`src/rtl/hazard_ctrl_pkg.sv`:
```
// Shared core types for the 5-stage RV32I pipeline plus the hazard controller's
// state encoding and the hardwired-zero register index.
package hazard_ctrl_pkg;

    typedef logic [31:0] data_t;
    typedef logic        enable_t;
    typedef logic [4:0]  reg_addr_t;

    // Write-back source selected in the ID2EX buffer; WB_MEM marks a load.
    typedef enum logic [1:0] {
        WB_ALU = 2'd0,
        WB_MEM = 2'd1,
        WB_PC4 = 2'd2,
        WB_IMM = 2'd3
    } wb_data_sel_t;

    // RUN: normal flow. MEM_WAIT: a data-memory access is still outstanding.
    typedef enum logic {
        RUN      = 1'b0,
        MEM_WAIT = 1'b1
    } hazard_state_t;

    // x0 reads as zero, so a write to it can never create a dependency.
    localparam reg_addr_t REG_ZERO = 5'd0;

    // True when an ID source operand is actually read and names register rd.
    function automatic logic src_hit(input enable_t use_c, input reg_addr_t rs,
                                     input reg_addr_t rd);
        return use_c & (rs == rd);
    endfunction

endpackage

```
`src/rtl/hazard_ctrl_sat_counter.sv`:
```
// Saturating up-counter: sticks at all-ones instead of wrapping.
module sat_counter #(
    parameter int CNT_W = 32
) (
    input  logic             clk,
    input  logic             rst_n,
    input  logic             i_clear,
    input  logic             i_inc,
    output logic [CNT_W-1:0] o_count
);

    logic [CNT_W-1:0] r_count;
    logic             w_full;

    assign w_full  = &r_count;
    assign o_count = r_count;

    // Count one per enabled cycle until the counter is full.
    always_ff @(posedge clk or negedge rst_n) begin
        if (!rst_n) begin
            r_count <= '0;
        end else if (i_clear) begin
            r_count <= '0;
        end else if (i_inc && !w_full) begin
            r_count <= r_count + CNT_W'(1);
        end
    end

endmodule

```
`src/rtl/hazard_ctrl.sv`:
```
// Pipeline hazard controller: load-use stalls, EX redirect flushes and
// data-memory wait freezes, with saturating perf counters and a sticky
// memory-timeout flag.
module hazard_ctrl
    import hazard_ctrl_pkg::*;
#(
    parameter int CNT_W       = 32,
    parameter int MEM_TIMEOUT = 64
) (
    input  logic         clk,
    input  logic         rst_n,
    input  reg_addr_t    id_rs1_i,
    input  reg_addr_t    id_rs2_i,
    input  enable_t      id_use_rs1_c_i,
    input  enable_t      id_use_rs2_c_i,
    input  reg_addr_t    ex_rd_i,
    input  logic         ex_reg_write_c_i,
    input  wb_data_sel_t ex_wb_data_sel_c_i,
    input  logic         ex_redirect_c_i,
    input  logic         mem_req_c_i,
    input  logic         mem_ready_c_i,
    output logic         pc_stall_c_o,
    output logic         if2id_stall_c_o,
    output logic         if2id_flush_c_o,
    output logic         id2ex_stall_c_o,
    output logic         id2ex_flush_c_o,
    output logic         ex2mem_stall_c_o,
    output logic         mem2wb_flush_c_o,
    output logic [CNT_W-1:0] stall_cnt_o,
    output logic [CNT_W-1:0] flush_cnt_o,
    output logic         err_timeout_o
);

    // The first wait cycle is spent in RUN (entry), so the counter in
    // MEM_WAIT only needs to reach MEM_TIMEOUT-2 for the flag to set at the
    // end of wait cycle number MEM_TIMEOUT.
    localparam int WAIT_W = (MEM_TIMEOUT > 2) ? $clog2(MEM_TIMEOUT) : 1;
    localparam logic [WAIT_W-1:0] WAIT_LAST =
        WAIT_W'((MEM_TIMEOUT > 2) ? (MEM_TIMEOUT - 2) : 0);
    localparam logic TIMEOUT_ON_ENTRY = (MEM_TIMEOUT <= 1);

    hazard_state_t     r_state;
    hazard_state_t     w_state_next;
    logic [WAIT_W-1:0] r_wait_cnt;
    logic              r_err_timeout;

    logic w_mem_wait;
    logic w_load_use;
    logic w_rd_is_load;
    logic w_timeout_hit;

    assign w_mem_wait   = mem_req_c_i & ~mem_ready_c_i;
    assign w_rd_is_load = ex_reg_write_c_i & (ex_wb_data_sel_c_i == WB_MEM) &
                          (ex_rd_i != REG_ZERO);
    assign w_load_use   = w_rd_is_load &
                          (src_hit(id_use_rs1_c_i, id_rs1_i, ex_rd_i) |
                           src_hit(id_use_rs2_c_i, id_rs2_i, ex_rd_i));

    assign w_timeout_hit = w_mem_wait &
                           (((r_state == MEM_WAIT) && (r_wait_cnt == WAIT_LAST)) |
                            TIMEOUT_ON_ENTRY);

    assign err_timeout_o = r_err_timeout;

    // State register.
    always_ff @(posedge clk or negedge rst_n) begin
        if (!rst_n) begin
            r_state <= RUN;
        end else begin
            r_state <= w_state_next;
        end
    end

    // Next-state and control decode; mem_wait beats redirect beats load_use.
    always_comb begin
        w_state_next     = r_state;
        pc_stall_c_o     = 1'b0;
        if2id_stall_c_o  = 1'b0;
        if2id_flush_c_o  = 1'b0;
        id2ex_stall_c_o  = 1'b0;
        id2ex_flush_c_o  = 1'b0;
        ex2mem_stall_c_o = 1'b0;
        mem2wb_flush_c_o = 1'b0;

        case (r_state)
            RUN:      if (w_mem_wait) w_state_next = MEM_WAIT;
            MEM_WAIT: if (mem_ready_c_i || !mem_req_c_i) w_state_next = RUN;
            default:  w_state_next = RUN;
        endcase

        if (w_mem_wait) begin
            // Freeze everything up to MEM; EX keeps its redirect/load for later.
            pc_stall_c_o     = 1'b1;
            if2id_stall_c_o  = 1'b1;
            id2ex_stall_c_o  = 1'b1;
            ex2mem_stall_c_o = 1'b1;
            mem2wb_flush_c_o = 1'b1;
        end else if (ex_redirect_c_i) begin
            // Wrong-path IF and ID are squashed, so their load-use is moot.
            if2id_flush_c_o  = 1'b1;
            id2ex_flush_c_o  = 1'b1;
        end else if (w_load_use) begin
            pc_stall_c_o     = 1'b1;
            if2id_stall_c_o  = 1'b1;
            id2ex_flush_c_o  = 1'b1;
        end
    end

    // Wait-length counter and sticky timeout flag; the stall is never aborted.
    always_ff @(posedge clk or negedge rst_n) begin
        if (!rst_n) begin
            r_wait_cnt    <= '0;
            r_err_timeout <= 1'b0;
        end else begin
            if ((r_state == RUN) && w_mem_wait) begin
                r_wait_cnt <= '0;
            end else if ((r_state == MEM_WAIT) && w_mem_wait &&
                         (r_wait_cnt != WAIT_LAST)) begin
                r_wait_cnt <= r_wait_cnt + WAIT_W'(1);
            end
            if (w_timeout_hit) begin
                r_err_timeout <= 1'b1;
            end
        end
    end

    sat_counter #(.CNT_W(CNT_W)) u_stall_cnt (
        .clk     (clk),
        .rst_n   (rst_n),
        .i_clear (1'b0),
        .i_inc   (pc_stall_c_o),
        .o_count (stall_cnt_o)
    );

    sat_counter #(.CNT_W(CNT_W)) u_flush_cnt (
        .clk     (clk),
        .rst_n   (rst_n),
        .i_clear (1'b0),
        .i_inc   (id2ex_flush_c_o),
        .o_count (flush_cnt_o)
    );

endmodule
```
`config.mk`:
```
export PLATFORM = sky130hd
export DESIGN_NAME = hazard_ctrl
export DESIGN_NICKNAME = d
export VERILOG_FILES = /design/src/rtl/hazard_ctrl_pkg.sv /design/src/rtl/hazard_ctrl_sat_counter.sv /design/src/rtl/hazard_ctrl.sv
export SDC_FILE = /design/constraint.sdc
export NUM_CORES = 1
export LEC_CHECK = 0
export BUFFER_PORTS_ARGS = -buffer_cell sky130_fd_sc_hd__buf_4
export CAP_MARGIN = 25
export CORE_MARGIN = 2
export CORE_UTILIZATION = 53
export CTS_BUF_LIST = sky130_fd_sc_hd__clkbuf_4 sky130_fd_sc_hd__clkbuf_8 sky130_fd_sc_hd__clkbuf_16
export DETAILED_ROUTE_END_ITERATION = 10
export MAX_ROUTING_LAYER = met4
export PLACE_DENSITY = 0.8
export SYNTH_ARGS = -nofsm -noshare
export SYNTH_HDL_FRONTEND = slang
export SYNTH_SLANG_ARGS = --single-unit
```
`constraint.sdc`:
```
create_clock -name clk -period 3.2 [get_ports clk]
set_clock_uncertainty 0.15 [all_clocks]
set_input_delay 0.64 -clock clk [delete_from_list [all_inputs] [get_ports clk]]
set_output_delay 0.64 -clock clk [all_outputs]
set_load 0.005 [all_outputs]
```
==> summary.md, run 1 <==
| Metric | Value |
|---|---|
| Status | `complete, no violations` |
| CP top delay family | `simple AND/OR/NAND/NOR gates` |
| Clk root buf | `clkbuf_8` |
| Critical path data arrival time | `2.01 ns` |
| Final Core Density | `70.2%` |
| Design area | `0.00480 mm^2` |
| Hold slack | `0.267 ns` |
| CTS tree | `done` |
| # diodes | `0` |
| Buf/Inv on CP | `2` |
| Final #Nets | `504` |
| Worst skew pair latency | `0.34 ns` |
| RSZ-0062 raised after global routing | `false` |
| Chip Width | `88.3 um` |
| Post-CTS Hold Buffers | `0` |
| Setup Viol. Count Final | `0` |
| Number of synthesized flops with an enable pin | `0` |
| Count of cell types in the netlist | `48` |
| Remaining Overflow, GRT | `0` |
| Chip Height | `88.3 um` |
| Drt via density | `5.42` |
| IO buf count | `96` |
| Most used cell, CP | `buf_4` |
| Die Area | `0.00779 mm^2` |
| CP Max Fanout | `3` |
| Vias in the first global route | `2859` |
| Final worst-path cycle share | `87.5%` |
| Syn_nets | `401` |
| Gate Count Post-Synth | `372` |
| Static leakage | `2.35 nW` |
| Pwr dens | `446 mW/mm^2` |
| Sequential share of the synthesized area | `47.9%` |
| Critical path origin | `ex_rd_i[1]` |
| Max IR drop VDD | `0.303 mV` |
| Final HPWL DP | `6.13 mm` |
| Max-slew violations | `0` |
| Synth top area share | `47.9%` |
| Worst path slowest cell | `or4_1` |
| # Post-CTS Setup Buffers | `0` |
| Worst Setup End Kind | `primary output` |
| Slew HR | `41.6%` |
| Initial antenna violation count | `0` |
| Bufs on Longest Clock Path | `2` |
| Final-layout fill cell count | `550` |
| Pre-Repair DR Iteration Count | `4` |
| Total clock sinks | `72` |
| Async SR Flop Fraction | `100%` |
| Setup CP Type | `input port to primary output` |
| Gr usage total | `23.0%` |
| IO Pins | `97` |
| Synthesized area per cell | `10.1 um^2` |
| DRC violations left | `0` |
| RR Startpoint | `u_stall_cnt.o_count[0]` |
| Placement Rows | `30` |
| Pin count of the biggest net entering global routing | `73` |
| Post-DP Area | `0.00459 mm^2` |
| Setup TNS | `0 ns` |
| CP peak stage delay | `0.54 ns` |
| Layout cell share with drive strength beyond 1 | `28.1%` |
| RePlAce Congestion | `0.899` |
| Post-route ant nets | `0` |
| Top FF cell, synth | `dfrtp_1` |
| Num CTS Buffers | `9` |
| Max H-tree Level | `3` |
| Final min period | `2.80 ns` |
| CP Launch Type | `input port` |
| Place WS | `0.312 ns` |
| Setup ws final | `0.401 ns` |
| Average wire per standard cell | `14.5 um` |
| Max Freq | `357 MHz` |
| Post-CTS sizing | `0` |
| FF+latch count, synth | `72` |
| CTS clk-pin slew, worst paths | `0.07 ns` |
| Global-route wire length before repair | `13.6 mm` |
| Top cells by area, synth | `dfrtp_1 (48%), xor2_1 (8.6%), xnor2_1 (8.1%)` |
| CORE AREA | `0.00683 mm^2` |
| WP data required | `2.41 ns` |
| Max-Cap Viols | `0` |
| Post-synth top cells | `dfrtp_1 (72), nand2_1 (44), xor2_1 (37), nor2_1 (35), xnor2_1 (35)` |
| Crit-path cells | `buf_4, or4_1, o2111ai_1, a21oi_1, and2_1, buf_4` |
| Cell area after synthesis | `0.00376 mm^2` |
| Final hold violation count | `0` |
| Final WL | `8.36 mm` |
| Cell taking the most area after synthesis | `dfrtp_1` |
| Via count of the routed design | `3122` |
| DR iter-0 viols | `144` |
| Synthesis-to-layout area growth | `27.5%` |
| Min-Delay Path Class | `input port to async pin` |
| Warnings from Yosys | `0` |
| Starting Density | `55.1%` |
| Most common cell in the netlist | `dfrtp_1` |
| Tightest Pin Transition | `0.876 ns` |
## final cells by class
class                   count  area [um^2]  share of cell area [%]
repair buffers            103          773                    16.1
flip-flops and latches     72         1800                    37.6
multi-input cells         278         1840                    38.4
clock inverters             4         52.6                    1.10
well taps                  96          120                    2.50
inverters                  11         55.1                    1.15
clock buffers              12          153                    3.18
## sequential cells by signal (all words and copies together), names as in the netlist
register and flops:
r_state 1, err_timeout_o 1, r_wait_cnt 6, u_stall_cnt.o_count 32
u_flush_cnt.o_count 32
## layer usage
| metal | part of all wire, % | GRT usage (%) |
|---|---|---|
| met2 | 50 | 37.7 |
| met3 | 4.9 | 3.82 |
| met5 | 0 | - |
| met1 | 44 | 29.4 |
| met4 | 1.2 | 7.16 |
## cells in the final DEF, fill, tap and decap left out, types with 3 or more instances in the layout
cell      instances
and4_1            3
inv_1             9
nand3_1          23
ha_1              4
o21ai_0           3
nor3_1           14
clkbuf_8         10
nand4_1          23
a21oi_1           4
nor2_1           35
buf_4           103
nand2_1          44
nor4_1            5
dfrtp_1          72
and2_1            5
xor2_1           37
and3_1            8
xnor2_1          35
## kinds of logic after synthesis
logic type	count (synthesis)	share of synthesized area [%]
flops	72	47.9
buf+inv	22	3.16
compound gates	20	4.16
mux	4	1.30
fa+ha+maj	4	1.33
xor+xnor	72	16.8
simple gates	178	25.4
## through the flow
| step | power, W | cells |
|---|---|---|
| after floorplan | 0.00123 | 372 |
| after global placement | 0.00140 | 560 |
| after detailed placement | 0.00142 | 560 |
| after CTS | 0.00216 | 576 |
| after global routing | 0.00224 | 576 |
| final | 0.00214 | 576 |
## power breakdown
| part | leakage [nW] | switching, W | internal (W) |
|---|---|---|---|
| logic | 1.26 | 0.000155 | 0.000193 |
| clock network | 0.108 | 0.000334 | 0.000402 |
| registers | 0.983 | 0.0000843 | 0.000970 |
| total | 2.35 | 0.000573 | 0.00156 |
## worst paths after layout
| kind | slack [ns] | to | cells after the start |
|---|---|---|---|
| max | 0.40 | id2ex_flush_c_o | 6 |
| min | 0.27 | r_wait_cnt[4] | 1 |
| max reg2reg | 0.70 | u_stall_cnt.o_count[13] | 8 |
| min reg2reg | 0.33 | err_timeout_o | 1 |
| max in group asynchronous | 2.06 | u_stall_cnt.o_count[22] | 1 |
| min in group clk | 0.33 | err_timeout_o | 1 |
## worst register-to-register path: cells and delay by family (launching register included)
family / cells / cell delay [ns]
XOR/XNOR: 1 / 0.14
buffers and inverters: 2 / 0.46
AND/OR/NAND/NOR: 3 / 0.69
flip-flops: 1 / 0.43
AO/OA/AOI/OAI: 1 / 0.30
adder cells (fa/ha/maj): 1 / 0.20
Power figures use the tool's default switching activity.
==> run 2, diff against run 1 <==
CORE_ASPECT_RATIO = 0.5   (was unset)
==> summary.md, run 2 (synthesis results as in run 1) <==
| Metric | Value |
|---|---|
| Status | `complete, no violations` |
| Final-layout fill cell count | `519` |
| Num CTS Buffers | `9` |
| CP Launch Type | `input port` |
| Int Power | `0.00183 W` |
| DR WL met3 | `402 um` |
| Min-Delay Path Class | `input port to async pin` |
| Global-route wire length before repair | `14.3 mm` |
| Bufs on Longest Clock Path | `2` |
| Non-Filler Instances | `572` |
| Highest metal used | `met4` |
| Final WL | `8.34 mm` |
| Chip Width | `123 um` |
| R2r setup slk | `0.73 ns` |
| Pre-Repair DR Iteration Count | `4` |
| Part of the power in the clock network | `42.1%` |
| Worst r2r path cells | `6` |
| Drt via density | `5.35` |
| Final #Nets | `504` |
| Clk root buf | `clkbuf_16` |
| RSZ-0062 raised after global routing | `false` |
| Vias in the first global route | `3019` |
| RR Startpoint | `u_stall_cnt.o_count[11]` |
| Most common cell after layout, fill and taps aside | `buf_4` |
| Post-CTS Hold Buffers | `0` |
| Average wire per standard cell | `14.6 um` |
| Chip Height | `63.6 um` |
| Commonest cells after routing, fill and taps aside | `buf_4 (103), dfrtp_1 (72), nand2_1 (44), xor2_1 (37)` |
| # Post-CTS Setup Buffers | `0` |
| Comb pwr share | `14.3%` |
| CORE AREA | `0.00678 mm^2` |
| Final HPWL DP | `5.90 mm` |
| Worst path slowest cell | `or4_1` |
| Post-route ant nets | `0` |
| CP top delay family | `simple AND/OR/NAND/NOR gates` |
| Crit-path cells | `buf_4, or4_1, o2111ai_1, a21oi_1, and2_1, buf_4` |
| Setup TNS | `0 ns` |
| Buf/Inv on CP | `2` |
| Die Area | `0.00783 mm^2` |
| Remaining Overflow, GRT | `0` |
| Slew HR | `40.3%` |
| DRC violations left | `0` |
| Initial antenna violation count | `0` |
| Layout cell share with drive strength beyond 1 | `28.1%` |
| CTS tree | `done` |
| Sequential power share | `43.6%` |
| P_sw | `0.000599 W` |
| Max IR drop VDD | `0.388 mV` |
| CP Max Fanout | `3` |
| # diodes | `0` |
| Starting Density | `55.5%` |
| Final min period | `2.83 ns` |
| Placed cell count | `556` |
| RePlAce Congestion | `0.843` |
| Metal-1 WL | `3.71 mm` |
| Setup CP Type | `input port to primary output` |
| IO Pins | `97` |
| Pwr dens | `496 mW/mm^2` |
| Final worst-path cycle share | `88.6%` |
| Sw Share | `24.7%` |
| Critical path data arrival time | `2.04 ns` |
| Via count of the routed design | `3058` |
| IO buf count | `96` |
| Max-slew violations | `0` |
| Pin count of the biggest net entering global routing | `73` |
| Overall power | `0.00243 W` |
| Post-CTS sizing | `0` |
| Synthesis-to-layout area growth | `30.1%` |
| Setup Viol. Count Final | `0` |
| Total clock sinks | `72` |
| Worst Setup End Kind | `primary output` |
| Most used cell, CP | `buf_4` |
| Placement Rows | `21` |
| Worst r2r dst | `u_stall_cnt.o_count[1]` |
| DR iter-0 viols | `135` |
| Worst skew pair latency | `0.34 ns` |
| CP peak stage delay | `0.58 ns` |
| Gr usage total | `24.4%` |
| Static leakage | `2.40 nW` |
| Final hold violation count | `0` |
| Tightest Pin Transition | `0.896 ns` |
| Max-Cap Viols | `0` |
| Final Core Density | `72.2%` |
| DR WL met2 | `4.10 mm` |
| Max Freq | `353 MHz` |
| WP data required | `2.41 ns` |
| Max H-tree Level | `3` |
| CTS clk-pin slew, worst paths | `0.05 ns` |
==> run 2: cell types whose count changed in the layout (fill, tap and decap cells not counted) <==
cell	previous run	this run
clkbuf_8	10	2
clkbuf_16	0	9
clkinv_2	1	2
clkinv_4	1	0
inv_6	1	0
==> run 2: area by class of cell <==
type                            instances  area (um^2)  share of cell area, %
Multi-Input combinational cell        278         1840                   37.6
Timing Repair Buffer                  103          773                   15.8
Tap cell                               92          115                   2.35
Inverter                               11         55.1                   1.12
Sequential cell                        72         1800                   36.8
Clock buffer                           13          268                   5.47
Clock inverter                          3         40.0                  0.818
==> run 2: worst max-delay path by stage <==
stage               start              end  slack [ns]  cells past startpoint
6_report       ex_rd_i[1]  id2ex_flush_c_o        0.37                      6
5_1_grt        ex_rd_i[1]  id2ex_flush_c_o        0.25                      6
4_1_cts        ex_rd_i[1]  if2id_stall_c_o        0.37                      5
3_5_place_dp   ex_rd_i[1]  if2id_stall_c_o        0.36                      5
3_3_place_gp   ex_rd_i[1]  id2ex_flush_c_o        0.38                      6
2_1_floorplan  ex_rd_i[1]     pc_stall_c_o        0.46                      5
==> run 2: metrics by stage <==
step | area, um^2 | hold WS, ns | setup WS [ns]
2_1_floorplan | 3760 | 0.194 | 0.464
3_3_place_gp | 4590 | 0.309 | 0.378
3_5_place_dp | 4590 | 0.311 | 0.365
4_1_cts | 4890 | 0.315 | 0.367
5_1_grt | 4890 | 0.343 | 0.247
6_report | 4890 | 0.271 | 0.366
==> run 2: routing by layer <==
metal | up-vias | global-route usage (%)
met2 | 64 | 37.6
met5 | - | -
li1 | 1493 | -
met4 | 0 | 8.24
met1 | 1490 | 30.1
met3 | 11 | 8.51
==> run 2: power groups by stage <==
| stage | logic [W] | clock network (W) | registers, W |
|---|---|---|---|
| floorplan | 0.000169 | 0 | 0.00106 |
| finish | 0.000348 | 0.00102 | 0.00106 |
| detailed placement | 0.000353 | 0 | 0.00107 |
| global placement | 0.000344 | 0 | 0.00107 |
| global route | 0.000391 | 0.00109 | 0.00107 |
| CTS | 0.000354 | 0.00104 | 0.00106 |
==> run 2: worst register-to-register path: cells and delay by family (launching register included) <==
family          cells  cell delay (ns)
flops               1             0.45
buf+inv             1             0.28
simple gates        3             1.01
mux                 1             0.36
compound gates      1             0.09
